==> config.mk <==
export PLATFORM = sky130hd
export DESIGN_NAME = wdt_service_ctrl
export DESIGN_NICKNAME = d
export VERILOG_FILES = /design/src/rtl/wdt_service_ctrl.sv
export SDC_FILE = /design/constraint.sdc
export NUM_CORES = 1
export LEC_CHECK = 0
export ABC_AREA = 1
export CORE_AREA = 5 5 58 60
export CTS_CLUSTER_DIAMETER = 200
export DETAILED_ROUTE_END_ITERATION = 12
export DIE_AREA = 0 0 63 65
export PLACE_DENSITY_LB_ADDON = 0.05
export SETUP_SLACK_MARGIN = 0.02
export SLEW_MARGIN = 40
export SYNTH_ARGS = -nofsm -noshare
export SYNTH_HDL_FRONTEND = slang
export SYNTH_SLANG_ARGS = --single-unit
==> constraint.sdc <==
create_clock -name clk -period 1.95 [get_ports clk]
set_clock_uncertainty 0.15 [all_clocks]
set_input_delay 0.585 -clock clk [delete_from_list [all_inputs] [get_ports clk]]
set_output_delay 0.585 -clock clk [all_outputs]
set_load 0.02 [all_outputs]
==> src/rtl/wdt_service_ctrl.sv <==
`timescale 1ns/1ps
// Watchdog service controller: kicks an external watchdog only when every task
// has checked in during the current service window; otherwise latches a fault.
module wdt_service_ctrl #(
  parameter int KICK_PERIOD = 50,
  parameter int KICK_WIDTH  = 2,
  parameter int NTASK       = 4
) (
  input  logic             clk,
  input  logic             rst,
  input  logic             en,
  input  logic [NTASK-1:0] alive,
  input  logic             wdt_rst_i,
  output logic             kick,
  output logic             fault,
  output logic [NTASK-1:0] miss_mask,
  output logic [7:0]       rst_seen,
  output logic [1:0]       state_o
);

  localparam int CW  = (KICK_PERIOD > 1) ? $clog2(KICK_PERIOD) : 1;
  localparam int KWW = (KICK_WIDTH > 1) ? $clog2(KICK_WIDTH) : 1;
  localparam logic [CW-1:0]  CNT_LAST = CW'(KICK_PERIOD - 1);
  localparam logic [KWW-1:0] KW_LAST  = KWW'(KICK_WIDTH - 1);

  typedef enum logic [1:0] {
    S_IDLE = 2'd0,
    S_RUN  = 2'd1,
    S_KICK = 2'd2,
    S_HOLD = 2'd3
  } state_t;

  state_t           state_q, state_d;
  logic [CW-1:0]    cnt_q, cnt_d;
  logic [KWW-1:0]   kw_q, kw_d;
  logic [NTASK-1:0] seen_q, seen_d;
  logic [NTASK-1:0] miss_q, miss_d;
  logic             fault_q, fault_d;
  logic             kick_q, kick_d;
  logic [7:0]       rs_q, rs_d;
  logic             wdt_rst_q;

  logic [NTASK-1:0] seen_now;
  logic             rst_rise;
  logic             eval;

  assign seen_now = seen_q | alive;
  assign rst_rise = wdt_rst_i & ~wdt_rst_q;
  assign eval     = (cnt_q == CNT_LAST);

  always_comb begin
    state_d = state_q;
    cnt_d   = cnt_q;
    kw_d    = kw_q;
    seen_d  = seen_q;
    miss_d  = miss_q;
    fault_d = fault_q;
    rs_d    = rs_q;

    if (rst_rise && (rs_q != 8'hFF)) rs_d = rs_q + 8'd1;

    // Watchdog reset and disable both park the block with all window state cleared.
    if (wdt_rst_i || !en) begin
      state_d = S_IDLE;
      cnt_d   = '0;
      kw_d    = '0;
      seen_d  = '0;
      miss_d  = '0;
      fault_d = 1'b0;
    end else begin
      case (state_q)
        S_IDLE: begin
          state_d = S_RUN;
          cnt_d   = '0;
          seen_d  = '0;
        end
        S_RUN, S_KICK: begin
          seen_d = seen_now;
          cnt_d  = eval ? '0 : cnt_q + CW'(1);
          if (state_q == S_KICK) begin
            kw_d = kw_q + KWW'(1);
            if (kw_q == KW_LAST) state_d = S_RUN;
          end
          if (eval) begin
            if (&seen_now) begin
              state_d = S_KICK;
              kw_d    = '0;
              seen_d  = '0;
            end else begin
              state_d = S_HOLD;
              fault_d = 1'b1;
              miss_d  = ~seen_now;
            end
          end
        end
        S_HOLD: begin
          state_d = S_HOLD;
        end
        default: state_d = S_IDLE;
      endcase
    end

    kick_d = (state_d == S_KICK);
  end

  always_ff @(posedge clk) begin
    if (rst) begin
      state_q   <= S_IDLE;
      cnt_q     <= '0;
      kw_q      <= '0;
      seen_q    <= '0;
      miss_q    <= '0;
      fault_q   <= 1'b0;
      kick_q    <= 1'b0;
      rs_q      <= 8'd0;
      wdt_rst_q <= 1'b0;
    end else begin
      state_q   <= state_d;
      cnt_q     <= cnt_d;
      kw_q      <= kw_d;
      seen_q    <= seen_d;
      miss_q    <= miss_d;
      fault_q   <= fault_d;
      kick_q    <= kick_d;
      rs_q      <= rs_d;
      wdt_rst_q <= wdt_rst_i;
    end
  end

  assign kick      = kick_q;
  assign fault     = fault_q;
  assign miss_mask = miss_q;
  assign rst_seen  = rs_q;
  assign state_o   = state_q;

endmodule

# Word-level counts from Yosys, hierarchy flattened
# Cells that the tools add are included.
dict set report op_classes {
  addsub 3
  n_reduce_logical 9
  magnitude_cmp 0
  n_mul 0
  n_div 0
  eq_ne 6
  mux 14
  bitwise 5
  shifts 0
}
# op n
set op_table {}
lappend op_table {{$pmux W6 S2} 1}
lappend op_table {{$add A8 B1 Y8 const B} 1}
lappend op_table {{$mux W2} 4}
lappend op_table {{$mux W4} 2}
lappend op_table {{$ne A8 B8 Y1 const B} 1}
lappend op_table {{$pmux W4 S2} 1}
lappend op_table {{$add A6 B1 Y6 const B} 1}
lappend op_table {{$eq A2 B2 Y1 const B} 3}
lappend op_table {{$eq A6 B6 Y1 const B} 1}
lappend op_table {{$mux W6} 1}
lappend op_table {{$pmux W2 S3} 1}
lappend op_table {{$mux W1} 4}
lappend op_table {{$not A4 Y4} 1}
lappend op_table {{$or A4 B4 Y4} 1}
lappend op_table {{$reduce_and A4 Y1} 1}
lappend op_table {{$reduce_or A2 Y1} 2}
lappend op_table {{$reduce_and A3 Y1} 1}
lappend op_table {{$eq A2 B1 Y1 const B} 1}
lappend op_table {{$logic_not A2 Y1} 1}
lappend op_table {{$not A1 Y1} 2}
lappend op_table {{$reduce_bool A2 Y1} 1}
lappend op_table {{$add A1 B1 Y1 const B} 1}
lappend op_table {{$and A1 B1 Y1} 1}
lappend op_table {{$logic_and A1 B1 Y1} 1}
lappend op_table {{2 further kinds} 2}
dict set report word_totals {
  latch_bits 0
  mem_count 0
  reg_bits 28
  ram_bits 0
  romBits 0
  word_cells 46
}

# Logic depth before layout (Yosys ltp)
dict set report depth {
  ltp_word 7
  mapped_depth 9
}

# Least setup slack after synthesis
# No wires, ideal clock.
dict set report synth_path {
  path_type {flip-flop to flip-flop}
  start {reg state_q[0] (netlist: state_o[0])}
  end {reg miss_q[3] (netlist: miss_mask[3])}
  setup_slack_ns 0.310
  period_less_slack_ns 1.640
  arrival_time_ns 1.377
  stages_incl_launch_ff 8
  required_ns 1.687
  path_cell_list {dfxtp_1 -> inv_1 -> ha_1 -> inv_2 -> nor2_4 -> nand2_4 -> o21ai_1 -> nor2_1}
}
dict set report synth_between {
  elab_chain_cells 3
  word_cells_on_any_way 4
  cone_classes {eq/ne (2); reduce/logical (2)}
}
# item line
set synth_lines {}
lappend synth_lines {{start: declaration} 33} ;# state_t state_q, state_d;
lappend synth_lines {{start signal: assignment} 118} ;# state_q <= state_d;
lappend synth_lines {{$eq A2 B2 Y1 / $eq A2 B1 Y1 (equally long branches)} 71} ;# case (state_q)
lappend synth_lines {{$reduce_or A2 Y1 (*)} 71}
lappend synth_lines {{$reduce_and A3 Y1 (no source line) (*)} n/a}
lappend synth_lines {{end signal: assignment} 122} ;# miss_q <= miss_d;
lappend synth_lines {{end: declaration} 37} ;# logic [NTASK-1:0] miss_q, miss_d;
# Mark *: on every way between the ends. The rest lies on a longest branch, timed or not.
# A chain may end at the register's enable or synchronous reset.

# Worst setup path after layout
dict set report layout_path {
  start {reg rs_q[2] (netlist: rst_seen[2])}
  end {out rst_seen[2]}
}
# item line
set layout_lines {}
lappend layout_lines {{start: declaration} 40} ;# logic [7:0] rs_q, rs_d;
lappend layout_lines {{start signal: assignment} 125} ;# rs_q <= rs_d;
lappend layout_lines {{end: declaration} 17} ;# output logic [7:0] rst_seen,
# No word-level cell between the ends.

==> impl_metrics.yaml <==
status:
  outcome: "completed"
clock_tree:
  htreeDepth: 1
  cts_buffers: 3
  cts_tree: "yes"
  clock_path_buffers: 2
  cts.sinks: 28
  cts_hold_buf: 0
  worstSkewPairLatency_ns: 0.33
  path_clk_slew_ns: 0.15
  ctsRootBufferMaster: "clkbuf_4"
floorplanning:
  fp.dieW_um: 63
  dieArea_mm2: 0.00410
  core-area_mm2: 0.00288
  rows: 20
  io_pins: 24
  start_util_pct: 48.7
  fp.dieH_um: 65
yosys:
  avgSynthCellArea_um2: 7.34
  synth_area_mm2: 0.00140
  ys_warn_count: 0
  synth.area.top_cells: "dfxtp_1 (40%), nand2_1 (11%), nor2_1 (8.0%)"
  ys_seq_area_share_pct: 40.0
  synth_seq_cells: 28
  synth_area_leader_cell: "dfxtp_1"
  synth_nets: 205
  synth_top_area_share_pct: 40.0
  synth_cells: 191
  synth_cell_types: 29
setup_path:
  worst-path-max-fanout: 5
  r2r_slack_ns: 0.27
  startpoint: "rst_seen[2]$_SDFFE_PP0P_"
  crit_type: "reg2out"
  cpPeakStageDelay_ns: 0.45
  cp.arrival_ns: 1.11
  crit_buf_inv: 1
  endpoint: "rst_seen[2]"
  start_kind: "flop"
  path_delay_family: "flip-flops"
  endpoint_kind: "output pin"
  slowest_stage: "dfxtp_1"
  cp_cell_sequence: "clkdlybuf4s15_1"
  crit_required_ns: 1.21
  timing.rr.start: "state_o[0]$_SDFF_PP0_"
  reg2reg_depth: 7
  r2r-end: "miss_mask[3]$_SDFFE_PP0P_"
  path_depth: 1
grt:
  grt_start_max_net_pins: 16
  grt_pass1_wl_um: 5130
  first_global_vias: 1264
  antenna_found_initial: 0
  grtUsageTotal_pct: 15.2
  gr-total-overflow: 0
pwr:
  vdd_drop_max_mv: 0.431
  leakage_nw: 0.796
  p_per_area_mw_per_mm2: 541
final_layout:
  nNetsFinal: 242
  fillers: 289
  area_growth_pct: 25.7
  design_area_mm2: 0.00176
  drive_above_1_share_pct: 15.9
  fin_util_pct: 61.3
  n_antenna_cell: 0
placement:
  gp_congestion: 0.795
  dp_hpwl_um: 2270
  numPortBuffers: 23
  place_area_mm2: 0.00174
sta:
  min_period_over_period_pct: 94.6
  relSlewSlack_pct: 75.0
  period_minus_slack_ns: 1.85
  hold_violations: 0
  whs_ns: 0.318
  setup_viol: 0
  tightest_slew_ns: 0.376
  rsz0062_at_grt: "no"
  maxSlewViolCount: 0
  fmax_mhz: 542
detailed_routing:
  vias: 1264
  wl_per_cell_um: 10.8
  routed_wl_um: 2800
  drtIter0Drc: 34
  routed_via_density: 4.86
  drcViolationCount: 0
  first_pass_iters: 6
  drtAntennaViolNets: 0
hold_path:
  hold_class: "reg2reg"
flow_run:
  cap_violations: 0
## layer usage
metal | global-route usage [%] | vias to the layer above | routed length (um)
li1 | - | 679 | -
met3 | 3.29 | 5 | 112
met4 | 4.77 | 0 | 40
met1 | 17.1 | 554 | 1270
met2 | 28.2 | 26 | 1380
met5 | 0 | - | 0
## worst min path at each step
stage	to	start	depth (start not counted)	slack (ns)
after floorplan	seen_q[3]$_SDFFE_PP0P_	seen_q[3]$_SDFFE_PP0P_	2	0.29
after CTS	miss_mask[0]$_SDFFE_PP0P_	miss_mask[0]$_SDFFE_PP0P_	2	0.32
after global placement	miss_mask[1]$_SDFFE_PP0P_	miss_mask[1]$_SDFFE_PP0P_	2	0.30
final	miss_mask[0]$_SDFFE_PP0P_	miss_mask[0]$_SDFFE_PP0P_	2	0.32
after global routing	miss_mask[1]$_SDFFE_PP0P_	miss_mask[1]$_SDFFE_PP0P_	2	0.35
after detailed placement	miss_mask[0]$_SDFFE_PP0P_	miss_mask[0]$_SDFFE_PP0P_	2	0.30
## placed cells by master (no fill, tap or decap), types with 3 or more instances in the layout
| cell | synthesis | final |
|---|---|---|
| a21oi_1 | 14 | 14 |
| buf_4 | 0 | 10 |
| clkbuf_4 | 0 | 3 |
| clkdlybuf4s50_1 | 0 | 7 |
| dfxtp_1 | 28 | 27 |
| dlygate4sd2_1 | 0 | 15 |
| ha_1 | 6 | 6 |
| inv_1 | 18 | 18 |
| inv_2 | 5 | 5 |
| nand2_1 | 42 | 42 |
| nand2_2 | 5 | 5 |
| nand3_1 | 5 | 5 |
| nor2_1 | 30 | 30 |
| nor2_4 | 3 | 3 |
| nor3_1 | 3 | 3 |
| o21ai_0 | 6 | 6 |
| o21ai_1 | 4 | 4 |
| xor2_1 | 3 | 3 |
## Yosys cell counts
cell type	n
nand2_1	42
nor2_1	30
dfxtp_1	28
inv_1	18
a21oi_1	14
ha_1	6
o21ai_0	6
inv_2	5
nand2_2	5
nand3_1	5
o21ai_1	4
nor2_4	3
nor3_1	3
xor2_1	3
a31oi_1	2
nand2_4	2
nand4_1	2
nor3b_2	2
a211oi_1	1
a21oi_2	1
buf_2	1
clkinv_1	1
clkinv_2	1
nand3_2	1
nand3_4	1
nor3b_1	1
o21a_1	1
o21bai_1	1
or2_1	1
## registers in the layout, indices dropped and copies added, names as in the netlist
name	count
kick	1
kw_q	1
fault	1
miss_mask	4
wdt_rst_q	1
rst_seen	8
state_o	2
cnt_q	6
seen_q	4
## stage by stage
stage	TNS, ns	power (mW)	worst slack, ns	std cells
floorplan	0	0.641	0.310	191
global placement	-0.00958	0.686	-0.00958	256
detailed placement	-0.0516	0.688	-0.0286	256
CTS	0	0.973	0.0656	260
global route	0	1.01	0.0255	260
finish	0	0.954	0.105	260
## cells by family after synthesis
family,Yosys count,synth area share [%]
compound gates,30,11.7
xor+xnor,3,1.87
fa+ha+maj,6,5.35
buf+inv,26,7.14
flops,28,40.0
simple gates,98,34.0
## repair_timing
item                                    CTS  global route
cloned                                    0             0
endpoints found under the setup margin   16             2
resized for setup                        16             2
buffers inserted                          0             0
## power breakdown
part	total, mW	leakage [nW]	internal, mW	switching [mW]
clock network	0.283	0.0210	0.114	0.168
registers	0.584	0.227	0.579	0.00487
logic	0.0879	0.548	0.0399	0.0480
## layout make-up
cell class	instances	area (um^2)	share of cell area [%]
well taps	33	41.3	2.34
flip-flops and latches	28	562	31.9
inverters	25	95.1	5.39
clock buffers	4	36.3	2.06
multi-input cells	137	742	42.1
repair buffers	33	287	16.3
Power figures use the tool's default switching activity.
